**src/rtl/mem_arbiter.sv**
```systemverilog
// Round-robin arbiter and sequencer sharing one single-port memory between the
// processor and the program loader; one transaction at a time, fixed latency.
module mem_arbiter #(
  parameter int AW      = 5,
  parameter int DW      = 8,
  parameter int MEM_LAT = 2   // legal range 1..7 (fits the 3-bit wait counter)
) (
  input  logic          clk,
  input  logic          rst,
  input  logic          p_req,
  input  logic          p_we,
  input  logic [AW-1:0] p_addr,
  input  logic [DW-1:0] p_wdata,
  output logic          p_gnt,
  output logic          p_done,
  output logic [DW-1:0] p_rdata,
  input  logic          l_req,
  input  logic          l_we,
  input  logic [AW-1:0] l_addr,
  input  logic [DW-1:0] l_wdata,
  output logic          l_gnt,
  output logic          l_done,
  output logic [DW-1:0] l_rdata,
  output logic          m_en,
  output logic          m_we,
  output logic [AW-1:0] m_addr,
  output logic [DW-1:0] m_wdata,
  input  logic [DW-1:0] m_rdata
);

  typedef enum logic [1:0] {
    S_IDLE  = 2'd0,
    S_ISSUE = 2'd1,
    S_WAIT  = 2'd2,
    S_DONE  = 2'd3
  } state_t;

  localparam logic [2:0] CNT_LOAD = 3'(MEM_LAT - 1);

  state_t        state_q, state_d;
  logic [2:0]    cnt_q, cnt_d;
  logic          last_l_q, last_l_d;   // 1 = loader was granted last
  logic          own_l_q, own_l_d;     // 1 = loader owns the transaction in flight
  logic          p_gnt_q, p_gnt_d;
  logic          l_gnt_q, l_gnt_d;
  logic          p_done_q, p_done_d;
  logic          l_done_q, l_done_d;
  logic          m_en_q, m_en_d;
  logic          m_we_q, m_we_d;
  logic [AW-1:0] m_addr_q, m_addr_d;
  logic [DW-1:0] m_wdata_q, m_wdata_d;
  logic [DW-1:0] rdata_q, rdata_d;
  logic          pick_l;

  // Next-state and registered-output logic for the sequencer
  always_comb begin
    state_d   = state_q;
    cnt_d     = cnt_q;
    last_l_d  = last_l_q;
    own_l_d   = own_l_q;
    p_gnt_d   = p_gnt_q;
    l_gnt_d   = l_gnt_q;
    p_done_d  = 1'b0;
    l_done_d  = 1'b0;
    m_en_d    = 1'b0;
    m_we_d    = m_we_q;
    m_addr_d  = m_addr_q;
    m_wdata_d = m_wdata_q;
    rdata_d   = rdata_q;
    // Loader wins if alone, or on a tie when the processor was served last
    pick_l    = l_req & (~p_req | ~last_l_q);

    case (state_q)
      S_IDLE: begin
        if (p_req || l_req) begin
          state_d   = S_ISSUE;
          own_l_d   = pick_l;
          last_l_d  = pick_l;
          p_gnt_d   = ~pick_l;
          l_gnt_d   = pick_l;
          m_en_d    = 1'b1;
          m_we_d    = pick_l ? l_we    : p_we;
          m_addr_d  = pick_l ? l_addr  : p_addr;
          m_wdata_d = pick_l ? l_wdata : p_wdata;
        end else begin
          state_d = S_IDLE;
        end
      end
      S_ISSUE: begin
        state_d = S_WAIT;
        cnt_d   = CNT_LOAD;
      end
      S_WAIT: begin
        if (cnt_q == 3'd0) begin
          state_d  = S_DONE;
          p_done_d = ~own_l_q;
          l_done_d = own_l_q;
          if (!m_we_q) begin
            rdata_d = m_rdata;
          end else begin
            rdata_d = rdata_q;
          end
        end else begin
          cnt_d = cnt_q - 3'd1;
        end
      end
      S_DONE: begin
        state_d   = S_IDLE;
        p_gnt_d   = 1'b0;
        l_gnt_d   = 1'b0;
        m_we_d    = 1'b0;
        m_addr_d  = {AW{1'b0}};
        m_wdata_d = {DW{1'b0}};
      end
      default: begin
        state_d   = S_IDLE;
        p_gnt_d   = 1'b0;
        l_gnt_d   = 1'b0;
        m_we_d    = 1'b0;
        m_addr_d  = {AW{1'b0}};
        m_wdata_d = {DW{1'b0}};
      end
    endcase
  end

  // State and output registers; reset aborts any transaction in flight
  always_ff @(posedge clk or negedge rst) begin
    if (!rst) begin
      state_q   <= S_IDLE;
      cnt_q     <= 3'd0;
      last_l_q  <= 1'b1;
      own_l_q   <= 1'b0;
      p_gnt_q   <= 1'b0;
      l_gnt_q   <= 1'b0;
      p_done_q  <= 1'b0;
      l_done_q  <= 1'b0;
      m_en_q    <= 1'b0;
      m_we_q    <= 1'b0;
      m_addr_q  <= {AW{1'b0}};
      m_wdata_q <= {DW{1'b0}};
      rdata_q   <= {DW{1'b0}};
    end else begin
      state_q   <= state_d;
      cnt_q     <= cnt_d;
      last_l_q  <= last_l_d;
      own_l_q   <= own_l_d;
      p_gnt_q   <= p_gnt_d;
      l_gnt_q   <= l_gnt_d;
      p_done_q  <= p_done_d;
      l_done_q  <= l_done_d;
      m_en_q    <= m_en_d;
      m_we_q    <= m_we_d;
      m_addr_q  <= m_addr_d;
      m_wdata_q <= m_wdata_d;
      rdata_q   <= rdata_d;
    end
  end

  assign p_gnt   = p_gnt_q;
  assign l_gnt   = l_gnt_q;
  assign p_done  = p_done_q;
  assign l_done  = l_done_q;
  assign p_rdata = rdata_q;
  assign l_rdata = rdata_q;
  assign m_en    = m_en_q;
  assign m_we    = m_we_q;
  assign m_addr  = m_addr_q;
  assign m_wdata = m_wdata_q;

endmodule

```
**config.mk**
```make
export PLATFORM = sky130hd
export DESIGN_NAME = mem_arbiter
export DESIGN_NICKNAME = d
export VERILOG_FILES = /design/src/rtl/mem_arbiter.sv
export SDC_FILE = /design/constraint.sdc
export NUM_CORES = 1
export LEC_CHECK = 0
export CAP_MARGIN = 20
export CORE_MARGIN = 4
export CORE_UTILIZATION = 41
export DETAILED_ROUTE_END_ITERATION = 7
export MAX_ROUTING_LAYER = met4
export PLACE_DENSITY = 0.79
export SYNTH_ARGS = -nofsm -noshare
export SYNTH_HDL_FRONTEND = slang
export SYNTH_SLANG_ARGS = --single-unit
```
**constraint.sdc**
```tcl
create_clock -name clk -period 2.17 [get_ports clk]
set_clock_uncertainty 0.2 [all_clocks]
set_input_delay 0.217 -clock clk [delete_from_list [all_inputs] [get_ports clk]]
set_output_delay 0.217 -clock clk [all_outputs]
set_load 0.05 [all_outputs]
```
==> summary.txt <==
RUN STATUS
------------------------------------------------------------------------------------------------------
Status                                                                                    finished, final reports clean

CRITICAL PATH
------------------------------------------------------------------------------------------------------
Critical path destination                                                                   l_rdata[7]
Critical path data required time                                                               2.14 ns
Critical R2R Launch                                                                           cnt_q[0]
Crit Path Max Fanout                                                                                 8
Register-to-register setup slack                                                               0.16 ns
Worst r2r dst                                                                               l_rdata[7]
Launch point of the worst path                                                                cnt_q[0]
Type of origin of the critical path                                                          flip-flop
Worst Setup Path Type                                                                     flip-flop to flip-flop
Arr. time, crit path                                                                           1.97 ns
Endpoint type of the worst setup path                                                        flip-flop
Depth of the worst register-to-register path                                                         6

STA
------------------------------------------------------------------------------------------------------
Setup violations, final                                                                              0
Hold violation count in the final report                                                             0
Maximum clock frequency                                                                      498.3 MHz
Setup repair after global routing missed its margin                                                 no
Crit path time final                                                                          2.007 ns
Pins Over Slew Limit                                                                                 0
Fin Hold WS                                                                                  0.1456 ns
Relative slew slack                                                                             63.46%
Accumulated negative setup slack                                                                  0 ns
Tightest Pin Transition                                                                      0.5464 ns
Period utilisation layout                                                                       92.49%

FLOORPLANNING
------------------------------------------------------------------------------------------------------
Area enclosed by the die boundary                                                         0.005070 mm2
Placement row count                                                                                 22
Area of the core                                                                          0.003771 mm2
Die width                                                                                     71.21 um
Initial Util                                                                                    43.43%
Num ports                                                                                           75
Vert. Die Dim                                                                                 71.21 um

CLOCK TREE
------------------------------------------------------------------------------------------------------
Post-CTS Hold Buffers                                                                                0
H-tree level count                                                                                   2
Root buffer cell                                                                              clkbuf_8
Clock tree from TritonCTS                                                                         done
Number of clock buffers inserted by TritonCTS                                                        5
Clock transition at the register clock pins on the worst setup and hold paths after CTS        0.07 ns
Maximum root-to-sink buffer count                                                                    2
Skew-Pair Late Insertion Delay                                                                 0.28 ns
Number of sinks handled by clock tree synthesis                                                     34

DETAILED ROUTING
------------------------------------------------------------------------------------------------------
# DRC                                                                                                0
Routed Antenna Nets                                                                                  0
Violation count after the first detailed-routing iteration                                          35
Total length of routed wires                                                                  4.181 mm
Post-DR wirelength/cell                                                                       16.08 um
Iteration count of the initial detailed-routing pass                                                 4
Via density per instance                                                                         5.065
Vias after detailed routing                                                                       1317

POWER
------------------------------------------------------------------------------------------------------
Tot Pwr                                                                                       4.209 mW
Total power divided by cell area                                                           1708 mW/mm2
Static leakage                                                                                1.133 nW
Worst vdd ir                                                                                 0.9537 mV

LAYOUT
------------------------------------------------------------------------------------------------------
Layout overhead on the synthesized area                                                         50.42%
Fillers                                                                                            298
Ant diodes                                                                                           0
Fraction of final layout cells with drive strength greater than 1                               12.26%
Most common library cell in the layout ignoring fill and taps                             clkdlybuf4s50_1
Number of nets at the end of the flow                                                              257
Finished Layout Cells                                                                              260
Highest-count cells in the layout ignoring fill and taps                                  74 x clkdlybuf4s50_1, 33 x dfrtp_1, 18 x inv_1

SYNTHESIS
------------------------------------------------------------------------------------------------------
Net Count, Synth                                                                                   187
Share of the yosys chip area belonging to registers                                             52.02%
Synthesized flop and latch total                                                                    34
Most area-consuming cells after synthesis                                                 dfrtp_1 50%, a221o_1 7.3%, mux2_4 7.3%, buf_4 4.6%, ha_1 4.6%
Synthesized area per cell                                                                    11.62 um2
Post-synthesis cell type count                                                                      31
Share of the synthesized area in the top cell type                                              50.42%
Leading area contributor after synthesis                                                       dfrtp_1
Mapped Area                                                                               0.001638 mm2
Warnings, synthesis                                                                                  0
Post-synthesis cell count                                                                          141

PLACED DESIGN
------------------------------------------------------------------------------------------------------
Number of placed instances, taps included                                                          252
Placer's final routability congestion estimate                                                  0.7928
Number of port buffers                                                                              74
Post-DP HPWL                                                                                  3.173 mm

GLOBAL ROUTE
------------------------------------------------------------------------------------------------------
Total congestion overflow after global routing                                                       0
Largest net degree at the start of global routing                                                   35
Via count of the first global-routing pass                                                        1341
Initial antenna violation count                                                                      0
Wire length of the first global-routing pass                                                  6.644 mm
All-layer global routing usage                                                                  17.40%

HOLD PATH
------------------------------------------------------------------------------------------------------
Worst min path class                                                                      primary input to asynchronous set/reset pin

FLOW RUN
------------------------------------------------------------------------------------------------------
# Max-Cap Violations                                                                                 0

-- flip-flops by register name, indices dropped and copies added (netlist names) --
name,cells
cnt_q,3
m_we,1
p_gnt,1
l_done,1
l_gnt,1
m_wdata,8
own_l_q,1
m_addr,5
m_en,1
state_q,2
last_l_q,1
p_done,1
l_rdata,8
-- layout make-up --
class / count / area, um2 / area share [%]
inverter: 18 / 67.56 / 2.743
tap: 48 / 60.06 / 2.438
clock inverter: 2 / 12.51 / 0.5079
sequential: 34 / 852.1 / 34.59
timing repair buffer: 77 / 763.2 / 30.98
clock buffer: 6 / 82.58 / 3.352
multi-input combinational: 75 / 625.6 / 25.39
-- what timing repair did --
item | in CTS | in global routing
gates resized for setup | 0 | 3
endpoints found under the hold margin | 0 | 0
setup endpoints to repair | 0 | 20
setup buffers | 0 | 0
-- power breakdown --
group	switching, mW	internal (mW)
logic	1.64	0.977
clock network	0.226	0.255
registers	0.194	0.920
total	2.06	2.15
-- logic make-up (layout without fill, tap and decap cells) --
logic type,Yosys count,in the layout,synth area share [%]
muxes,10,10,8.556
adders and majority gates,6,6,4.584
and+or+nand+nor,30,30,9.474
DFF,34,34,52.02
xor gates and xnor gates,1,1,0.5349
AOI/OAI and AO/OA,28,28,14.52
buffers and inverters,32,103,10.31
-- worst min path at each step --
stage	start	endpoint	slack [ns]
3_3_place_gp	own_l_q	p_done	0.26
6_report	rst	m_en	0.15
5_1_grt	rst	state_q[0]	0.17
2_1_floorplan	rst	cnt_q[0]	-0.28
4_1_cts	rst	m_en	0.15
3_5_place_dp	own_l_q	p_done	0.26
-- synth_stat cells --
master     count
nor3_2         1
and2_1         1
inv_1         18
a21o_1         1
dfrtp_1       33
buf_6          1
nand2b_1       3
a21oi_2        1
buf_4         10
o31ai_1        1
nand2_2        1
ha_1           6
or2_1          1
dfstp_2        1
mux2i_1        2
mux2_4         8
and3_1         1
nand2_1        4
o2bb2ai_1      3
a221o_1       12
o21a_2         1
nor2_1         4
a2bb2o_1       1
a21bo_1        1
a22o_1         1
buf_2          3
nor3_1        13
xor2_1         1
nor2b_1        1
a21oi_1        2
o21ai_0        4
-- per-layer routing --
layer	wire length, um	vias up	share of wire, %	GRT usage, %
li1	-	626	-	-
met1	1650	650	39	19.04
met2	2289	34	55	30.92
met3	184	7	4.4	5.114
met4	55	0	1.3	3.967
met5	0	-	0	-
-- critical path: stages, from the launching register on --
cell     delay (ns)
dfrtp_1        0.41
inv_1          0.07
ha_1           0.15
ha_2           0.24
nand2_2        0.08
or2_2          0.42
mux2_4         0.34
-- stage by stage --
stage	instance area [um2]	setup WS [ns]	utilization, %
2_1_floorplan	1638	0.3247	-
3_3_place_gp	2360	0.1109	62.57
3_5_place_dp	2360	0.05295	62.57
4_1_cts	2455	0.008167	65.10
5_1_grt	2464	0.04097	65.33
6_report	2464	0.1630	65.33
No activity file was read; power rests on OpenSTA's default activity.
